### config.mk
export PLATFORM = sky130hd
export DESIGN_NAME = instr_encoder_flat
export DESIGN_NICKNAME = d
export VERILOG_FILES = /design/src/rtl/instr_encoder_if.sv /design/src/rtl/instr_encoder.sv /design/src/flat_wrapper.sv
export SDC_FILE = /design/constraint.sdc
export NUM_CORES = 1
export LEC_CHECK = 0
export ABC_AREA = 1
export BUFFER_PORTS_ARGS = -buffer_cell sky130_fd_sc_hd__buf_4
export CAP_MARGIN = 20
export CORE_ASPECT_RATIO = 0.7
export CORE_MARGIN = 8
export CORE_UTILIZATION = 31
export CTS_BUF_LIST = sky130_fd_sc_hd__clkbuf_4
export CTS_CLUSTER_DIAMETER = 80
export CTS_CLUSTER_SIZE = 20
export DETAILED_ROUTE_END_ITERATION = 16
export SLEW_MARGIN = 20
export SYNTH_ARGS = -nofsm -noshare
export SYNTH_HDL_FRONTEND = slang
export SYNTH_SLANG_ARGS = --single-unit
### constraint.sdc
create_clock -name clk -period 7.3 [get_ports clk]
set_input_delay 0.365 -clock clk [delete_from_list [all_inputs] [get_ports clk]]
set_output_delay 0.365 -clock clk [all_outputs]
set_load 0.005 [all_outputs]
### src/rtl/instr_encoder_if.sv
// Bus bundle for instr_encoder: descriptor request channel in, memory write channel out.
// Handshake rule for both channels: a transfer happens on a rising clk edge where
// valid (in_valid / mem_we) and ready (in_ready / mem_ready) are both high; while valid
// is high and ready is low, the source holds its payload stable.
interface instr_encoder_if;
    logic        in_valid;
    logic        in_ready;
    logic [3:0]  in_op;
    logic [4:0]  in_rs;
    logic [4:0]  in_rt;
    logic [4:0]  in_rd;
    logic [4:0]  in_shamt;
    logic [15:0] in_imm;
    logic        mem_we;
    logic [31:0] mem_addr;
    logic [31:0] mem_wdata;
    logic        mem_ready;
    logic [15:0] words_written;
    logic        err_illegal;

    // Requester / memory side (drives descriptors, accepts writes).
    modport master (
        output in_valid, in_op, in_rs, in_rt, in_rd, in_shamt, in_imm, mem_ready,
        input  in_ready, mem_we, mem_addr, mem_wdata, words_written, err_illegal
    );

    // Encoder side.
    modport slave (
        input  in_valid, in_op, in_rs, in_rt, in_rd, in_shamt, in_imm, mem_ready,
        output in_ready, mem_we, mem_addr, mem_wdata, words_written, err_illegal
    );
endinterface

### src/rtl/instr_encoder.sv
// Instruction encoder: turns MIPS-style descriptors into 32-bit words, buffers them in a
// small FIFO and streams them to instruction memory at consecutive byte addresses.
module instr_encoder #(
    parameter int          DEPTH     = 4,
    parameter logic [31:0] BASE_ADDR = 32'h0000_0000
) (
    input  logic           clk,
    input  logic           reset,
    instr_encoder_if.slave bus
);
    localparam int AW = $clog2(DEPTH);
    localparam logic [AW:0] PTR_ONE = {{AW{1'b0}}, 1'b1};

    logic [31:0] fifo_mem [DEPTH];
    logic [AW:0] wr_ptr;
    logic [AW:0] rd_ptr;
    logic        fifo_full;
    logic        fifo_empty;
    logic        accept;
    logic        push;
    logic        pop;
    logic        op_legal;
    logic [31:0] enc_word;
    logic [31:0] addr_q;
    logic [15:0] count_q;
    logic        err_q;

    // Pointers carry one extra wrap bit so full and empty are distinguishable.
    assign fifo_empty = (wr_ptr == rd_ptr);
    assign fifo_full  = (wr_ptr[AW] != rd_ptr[AW]) && (wr_ptr[AW-1:0] == rd_ptr[AW-1:0]);

    // in_ready depends only on registered pointers, never on mem_ready, so a pop on
    // the same edge cannot open room for a push while full.
    assign bus.in_ready = !fifo_full;
    assign accept       = bus.in_valid && !fifo_full;
    assign push         = accept && op_legal;
    assign pop          = !fifo_empty && bus.mem_ready;

    assign bus.mem_we        = !fifo_empty;
    assign bus.mem_wdata     = fifo_empty ? 32'd0 : fifo_mem[rd_ptr[AW-1:0]];
    assign bus.mem_addr      = addr_q;
    assign bus.words_written = count_q;
    assign bus.err_illegal   = err_q;

    // Encode the presented descriptor; unused fields are forced to zero.
    always_comb begin
        enc_word = 32'd0;
        op_legal = 1'b1;
        case (bus.in_op)
            4'd0: enc_word = {6'h00, 5'd0, bus.in_rt, bus.in_rd, bus.in_shamt, 6'h00};
            4'd1: enc_word = {6'h00, bus.in_rs, bus.in_rt, bus.in_rd, 5'd0, 6'h20};
            4'd2: enc_word = {6'h00, bus.in_rs, bus.in_rt, bus.in_rd, 5'd0, 6'h22};
            4'd3: enc_word = {6'h00, bus.in_rs, bus.in_rt, bus.in_rd, 5'd0, 6'h24};
            4'd4: enc_word = {6'h00, bus.in_rs, bus.in_rt, bus.in_rd, 5'd0, 6'h25};
            4'd5: enc_word = {6'h04, bus.in_rs, bus.in_rt, bus.in_imm};
            4'd6: enc_word = {6'h08, bus.in_rs, bus.in_rt, bus.in_imm};
            4'd7: enc_word = {6'h23, bus.in_rs, bus.in_rt, bus.in_imm};
            4'd8: enc_word = {6'h2b, bus.in_rs, bus.in_rt, bus.in_imm};
            default: op_legal = 1'b0;
        endcase
    end

    // FIFO storage; stale contents are harmless because the pointers gate visibility.
    always_ff @(posedge clk) begin
        if (push) begin
            fifo_mem[wr_ptr[AW-1:0]] <= enc_word;
        end
    end

    // Pointers, write address, completion counter and sticky illegal-op flag.
    always_ff @(posedge clk) begin
        if (reset) begin
            wr_ptr  <= '0;
            rd_ptr  <= '0;
            addr_q  <= BASE_ADDR;
            count_q <= 16'd0;
            err_q   <= 1'b0;
        end else begin
            if (push) begin
                wr_ptr <= wr_ptr + PTR_ONE;
            end
            if (pop) begin
                rd_ptr  <= rd_ptr + PTR_ONE;
                addr_q  <= addr_q + 32'd4;
                count_q <= count_q + 16'd1;
            end
            if (accept && !op_legal) begin
                err_q <= 1'b1;
            end
        end
    end
endmodule

### src/flat_wrapper.sv
// flat-port wrapper written by rule: the top's interface ports become plain ports
module instr_encoder_flat 
#(
    parameter int          DEPTH     = 4,
    parameter logic [31:0] BASE_ADDR = 32'h0000_0000
)
  (clk, reset, bus_in_valid, bus_in_op, bus_in_rs, bus_in_rt, bus_in_rd, bus_in_shamt, bus_in_imm, bus_mem_ready, bus_in_ready, bus_mem_we, bus_mem_addr, bus_mem_wdata, bus_words_written, bus_err_illegal);
  instr_encoder_if bus_i ();
  input  logic clk;
  input  logic reset;
  input wire logic [$bits(bus_i.in_valid)-1:0] bus_in_valid;
  input wire logic [$bits(bus_i.in_op)-1:0] bus_in_op;
  input wire logic [$bits(bus_i.in_rs)-1:0] bus_in_rs;
  input wire logic [$bits(bus_i.in_rt)-1:0] bus_in_rt;
  input wire logic [$bits(bus_i.in_rd)-1:0] bus_in_rd;
  input wire logic [$bits(bus_i.in_shamt)-1:0] bus_in_shamt;
  input wire logic [$bits(bus_i.in_imm)-1:0] bus_in_imm;
  input wire logic [$bits(bus_i.mem_ready)-1:0] bus_mem_ready;
  output wire logic [$bits(bus_i.in_ready)-1:0] bus_in_ready;
  output wire logic [$bits(bus_i.mem_we)-1:0] bus_mem_we;
  output wire logic [$bits(bus_i.mem_addr)-1:0] bus_mem_addr;
  output wire logic [$bits(bus_i.mem_wdata)-1:0] bus_mem_wdata;
  output wire logic [$bits(bus_i.words_written)-1:0] bus_words_written;
  output wire logic [$bits(bus_i.err_illegal)-1:0] bus_err_illegal;
  assign bus_i.in_valid = bus_in_valid;
  assign bus_i.in_op = bus_in_op;
  assign bus_i.in_rs = bus_in_rs;
  assign bus_i.in_rt = bus_in_rt;
  assign bus_i.in_rd = bus_in_rd;
  assign bus_i.in_shamt = bus_in_shamt;
  assign bus_i.in_imm = bus_in_imm;
  assign bus_i.mem_ready = bus_mem_ready;
  assign bus_in_ready = bus_i.in_ready;
  assign bus_mem_we = bus_i.mem_we;
  assign bus_mem_addr = bus_i.mem_addr;
  assign bus_mem_wdata = bus_i.mem_wdata;
  assign bus_words_written = bus_i.words_written;
  assign bus_err_illegal = bus_i.err_illegal;
  instr_encoder #(.DEPTH(DEPTH), .BASE_ADDR(BASE_ADDR)) u_core (.clk(clk), .reset(reset), .bus(bus_i));
endmodule
==> impl_metrics.toml, run 1 <==
[floorplan]
die_y_um = 150
die-area_mm2 = 0.0309
num_rows = 49
core_area_mm2 = 0.0254
die-width_um = 207
pin_count = 127
initial_core_util = 0.311

[timing]
worst_pin_slew_ns = 1.02
final_max_slew_viol_count = 0
worst_hold_slack_ns = 0.137
finalHoldViolations = 0
timing.fmax_ghz = 0.331
fin_setup_tns_ns = 0
max_slew_margin = 0.319
final.min_clock_period_ns = 3.02
skew_ns = 0.0327
period_share = 0.414
worst_slack_ns = 4.28
setup_viol = 0
grt_setup_unrepaired = "false"

[synthesis]
syn-mean-instance-area_um2 = 8.98
synthesis.area_mm2 = 0.00789
synth_cell_types = 36
synth_top_cells_by_area = "edfxtp_1, dfxtp_1, nor2_1, nand2_1, inv_1"
synth_top_area_cell = "edfxtp_1"
ys_top_cells_by_count = "nor2_1, nand2_1, edfxtp_1"
netlist_instances = 879
synth_most_common_cell = "nor2_1"
ys_ff_latch = 171
synthArstFlopShare = 0
ys_warn_count = 0
yosysTopAreaCellShare = 0.441
ys_seq_area_frac = 0.581
synth_ff_type = "edfxtp_1"
synth-edff-count = 116

[clock_network]
cts_tree = "built"
cts_resized = 0
ctsRootBufferMaster = "clkbuf_4"
insertion_delay_ns = 0.57
cts_buffer_depth = 2
cts-buffers-inserted = 17
cts_max_level = 4
hold_buffers = 0
clock_sinks = 171
post_cts_buffers = 0
clkTransAtPathRegs_ns = 0.16

[final_layout]
drive_gt1_frac = 0.179
regArea_mm2 = 0.00459
final_cells = 1328
final_area_mm2 = 0.00932
utilization = 0.367
layout.nets = 1036
fillers = 2621
area_growth_pct = 18.0
multi_input_area_mm2 = 0.00273

[worst_hold_path]
worstHoldStart = "reset"
worstHoldPathType = "in2reg"
hold_path_end = "u_core.bus.words_written[7]"
whs_path_depth = 2

[power]
fin_total_pwr_mw = 1.98
leakage_nw = 3.74
ir_drop_mv = 0.0944
powerDensity_mw_per_mm2 = 212

[worst_setup_path]
start_kind = "flip-flop"
cp.arrival_ns = 2.66
r2r_end = "u_core.bus.words_written[3]"
slowest_stage = "inv_2"
critical_path.top_delay_family = "buffers and inverters"
crit_path_max_incr_delay_ns = 0.81
crit_type = "reg2out"
crit_chain = "inv_2 > nor2_1 > o32ai_1 > nand2_1 > inv_1 > buf_4"
timing.rr.start = "u_core.wr_ptr[0]"
cp.required_ns = 6.93
rrSetupSlack_ns = 4.71
crit_fanout = 59
critPathBufInv = 3
endpoint_kind = "primary output"
rr_worst_depth = 9

[global_routing]
overflow = 0
grt_pass1_vias = 5881
grt_first_pass_wirelength_um = 31400
grt_max_degree = 60
antenna_found_initial = 1
grt_usage = 0.130

[drt]
wire_per_inst_um = 15.1
drc = 0
drtPass1Iterations = 4
via_per_inst = 4.70
ant_nets = 0
vias = 6236
routed_wl_um = 20000
first_iter_violations = 459

[placed_design]
dp_hpwl_um = 13500
dp.cells = 1297
pre_cts_ws_ns = 4.38
placed_area_mm2 = 0.00907
numPortBuffers = 123
gp_congestion = 0.774

[flow_run]
maxCapViolCount = 0

[status]
status = "finished, final reports clean"
[cell type report]
class	count	area share
antenna	1	0.000269
clock buffer	19	0.0153
clock inverter	11	0.0103
inverter	108	0.0435
multi-input combinational	563	0.293
sequential	171	0.493
tap	331	0.0445
timing repair buffer	124	0.0999
[logic make-up (layout without fill, tap and decap cells)]
logic type	count (synthesis)	in the layout	synth area share
simple gates	420	420	0.219
flops	171	171	0.581
buf+inv	147	262	0.0777
compound gates	126	126	0.103
fa+ha+maj	7	7	0.0111
xor+xnor	7	7	0.00777
other cells	1	4	0.000475
[power by group]
part	internal [mW]	leakage [nW]	switching (mW)	total, mW
registers	1.06	1.53	0.0413	1.11
logic	0.151	2.09	0.216	0.367
clock network	0.172	0.123	0.330	0.502
total	1.39	3.74	0.587	1.98
[routing by layer]
metal | routed length, um | global-route usage | share of wire | up-vias
met5 | 0 | 0 | 0 | -
met4 | 199 | 0.0374 | 0.0099 | 0
met3 | 980 | 0.0301 | 0.049 | 13
met2 | 8590 | 0.191 | 0.43 | 129
met1 | 10200 | 0.186 | 0.51 | 2961
li1 | - | - | - | 3133
[flip-flops by register name, indices dropped and copies added, names as in the netlist, named ones only]
signal                    count
u_core.fifo_mem             116
u_core.bus.mem_addr          30
u_core.bus.words_written     16
u_core.rd_ptr                 3
u_core.wr_ptr                 3
u_core.bus.err_illegal        1
[cell usage in the layout, fill, tap and decap left out, types with 29 or more instances in the layout]
| cell | synthesis | routed |
|---|---|---|
| o21ai_0 | 41 | 41 |
| o32ai_1 | 29 | 29 |
| buf_4 | 5 | 124 |
| a21oi_1 | 34 | 34 |
| nor2_1 | 180 | 176 |
| dfxtp_1 | 55 | 53 |
| nand2_1 | 167 | 167 |
| inv_1 | 103 | 102 |
| nand3_1 | 39 | 39 |
| edfxtp_1 | 116 | 116 |
[worst max-delay path by stage]
stage                             from                endpoint  slack (ns)  cells past startpoint
after CTS                    flip-flop       bus_mem_wdata[29]        3.83                      6
after global routing         flip-flop       bus_mem_wdata[21]        3.94                      6
after floorplan           bus_in_op[1]   u_core.fifo_mem[3][0]        4.59                      7
after global placement    bus_in_op[3]  u_core.fifo_mem[3][23]        4.46                      8
after detailed placement  bus_in_op[3]  u_core.fifo_mem[3][15]        4.38                      8
final                        flip-flop       bus_mem_wdata[29]        4.28                      6
[worst register-to-register path, stage by stage (launching register included)]
cell and delay (ns):
dfxtp_1 0.45, inv_2 0.09, nand2_1 0.06, nand2_1 0.09, nand3_4 0.42, nand2_4 0.39
inv_2 0.62, nand2_1 0.16, o21ai_0 0.18, nor2_1 0.05
No activity file was read; power rests on OpenSTA's default activity.
==> inputs of run 2 (changes only) <==
ABC_AREA = 0   (was 1)
clock period = 2.5 ns   (was 7.3 ns; I/O delays follow)
==> run 2 against run 1 <==
  * Clock power increased to 3.4 times the previous value
  * Flip-flop and latch count unchanged
  * Critical path depth stayed put
  * Hold slack worse by 0.026 ns
  * Register-to-register slack got worse by 4.6 ns
  * First-iteration DRC count shrank 39%
  * Worst setup slack worse by 4.1 ns
  * Global-route usage fell by 0.71 points
  * Wire length decreased by 9.2%
  * Clock skew is 0.0080 ns lower
  * Highest routed layer unchanged
==> impl_metrics.toml, run 2 <==
[worst_hold_path]
worstHoldPathType = "in2reg"

[worst_setup_path]
crit_fanout = 4
crit_top_cell = "dlygate4sd3_1"
crit_path_max_incr_delay_ns = 0.58
start_kind = "flip-flop"
critical_path.top_delay_family = "buffers and inverters"
slowest_stage = "dlygate4sd3_1"
crit_chain = "xor2_4 > nand3_1 > a41oi_1 > dlygate4sd3_1 > nor2_1 > dlygate4sd3_1"
endpoint_kind = "flip-flop"
critPathBufInv = 2
cp.arrival_ns = 2.84
cp.required_ns = 2.97
crit_type = "reg2reg"

[synthesis]
ys_top_cells_by_count = "edfxtp_1, nor2_1, dfxtp_1"
synthesis.area_mm2 = 0.00756
synth_most_common_cell = "edfxtp_1"
synth_top_area_cell = "edfxtp_1"
ys_ff_latch = 171
ys_warn_count = 0
synth_xor_area_frac = 0.0597
ys_seq_area_frac = 0.606
synth_top_family_by_area = "simple AND/OR/NAND/NOR gates"
synthMuxAreaShare = 0.0930
synth_ff_type = "edfxtp_1"
synth_simple_gate_area_frac = 0.160
synth-edff-count = 116
synth_compound_area_frac = 0.0422
synth_top_cells_by_area = "edfxtp_1, dfxtp_1, mux4_2, xnor2_1, and2_1"
synth_cell_types = 51
synth-adder-area-share = 0.0116
syn-mean-instance-area_um2 = 13.1
yosysTopAreaCellShare = 0.461
netlist_instances = 578
synthArstFlopShare = 0

[clock_network]
clock_sinks = 171
cts_tree = "built"
insertion_delay_ns = 0.57
ctsRootBufferMaster = "clkbuf_4"
clkTransAtPathRegs_ns = 0.16
cts_max_level = 4
cts-buffers-inserted = 17
cts_buffer_depth = 2

[floorplan]
die-area_mm2 = 0.0297
die_y_um = 147
num_rows = 47
initial_core_util = 0.318
core_area_mm2 = 0.0238
die-width_um = 203
pin_count = 127

[placed_design]
numPortBuffers = 123
dp_hpwl_um = 12500
gp_congestion = 0.776

[timing]
timing.fmax_ghz = 0.422
final.min_clock_period_ns = 2.37
period_share = 0.949
final_max_slew_viol_count = 0
skew_ns = 0.0247
worst_pin_slew_ns = 0.678
fin_setup_tns_ns = 0
setup_viol = 0
grt_setup_unrepaired = "false"
finalHoldViolations = 0
max_slew_margin = 0.548

[drt]
wire_per_inst_um = 17.1
via_per_inst = 4.64
first_iter_violations = 278
drc = 0
ant_nets = 0
vias = 4927
drtPass1Iterations = 4
routed_wl_um = 18200

[final_layout]
largest_reg_flops = 116
drive_gt1_frac = 0.297
fillers = 2277
regArea_mm2 = 0.00459
layout.nets = 782
utilization = 0.397
final_common_cell = "buf_4"
multi_input_area_mm2 = 0.00280
area_growth_pct = 24.9
diodes = 0
mostFrequentLayoutCells = "buf_4, edfxtp_1, nor2_1"

[power]
ir_drop_mv = 0.257
powerDensity_mw_per_mm2 = 616
leakage_nw = 3.32

[status]
status = "finished, final reports clean"

[global_routing]
grt_pass1_vias = 5023
antenna_found_initial = 0
grt_usage = 0.123
grt_max_degree = 55
overflow = 0
grt_first_pass_wirelength_um = 28700

[flow_run]
maxCapViolCount = 0
==> run 2: cell count changes after synthesis, moves of 26 or more <==
cell     change
inv_1       -98
and2_1      +42
o32ai_1     -29
mux4_2      +29
o21ai_0     -26
nor2_1     -124
xnor2_1     +31
nand2_1    -127
==> run 2: power by group <==
group | total [mW] | switching [mW] | internal (mW)
Sequential | 3.13 | 0.0383 | 3.10
Combinational | 0.977 | 0.495 | 0.482
Clock | 1.71 | 1.06 | 0.646
==> run 2: cells by family after synthesis <==
logic type / after synthesis
flops: 171
simple gates: 225
buf+inv: 39
other cells: 1
mux: 34
compound gates: 52
fa+ha+maj: 7
xor+xnor: 49
==> run 2: area by class of cell <==
class,count,area share
Clock buffer,18,0.0143
Clock inverter,14,0.0180
Inverter,6,0.00291
Multi-Input combinational cell,370,0.296
Sequential cell,171,0.486
Tap cell,318,0.0421
Timing Repair Buffer,165,0.141
==> run 2: per-stage QoR <==
step	setup slack, ns	cell area [um^2]	hold slack (ns)	instances	power [mW]
6_report	0.128	9440	0.112	1062	5.82
5_1_grt	0.0342	9440	0.0625	1062	6.10
4_1_cts	0.0278	9430	0.0489	1062	5.91
3_5_place_dp	0.494	8860	0.439	1004	4.16
3_3_place_gp	0.562	8860	0.441	1004	4.16
2_1_floorplan	0.353	7570	0.309	580	3.75
==> run 2: worst min-delay path, cell delays in order <==
cell and delay [ns]:
buf_4 0.08, nand3_1 0.06, o21ai_0 0.24
==> run 2: layer usage <==
| layer | global-route usage | share of wire | vias up |
|---|---|---|---|
| met2 | 0.187 | 0.45 | 87 |
| met5 | 0 | 0 | - |
| li1 | - | - | 2420 |
| met4 | 0.0311 | 0.0096 | 0 |
| met1 | 0.167 | 0.49 | 2406 |
| met3 | 0.0367 | 0.045 | 14 |
==> run 2: path summary, 6_finish.rpt <==
check / from / to / slack (ns) / cells after the start
setup / recovery: u_core.wr_ptr[2] / u_core.bus.err_illegal / 0.13 / 6
hold / removal: bus_in_imm[1] / u_core.fifo_mem[1][1] / 0.11 / 3
setup reg to reg: u_core.wr_ptr[2] / u_core.bus.err_illegal / 0.13 / 6
hold reg to reg: u_core.bus.mem_addr[29] / u_core.bus.mem_addr[29] / 0.52 / 2
==> run 2: repair_timing <==
action | 4_1_cts | 5_1_grt
hold buffers | 26 | 0
buffers inserted | 0 | 0
gates resized for setup | 0 | 3
hold endpoints to repair | 133 | 0
endpoints found under the setup margin | 0 | 1
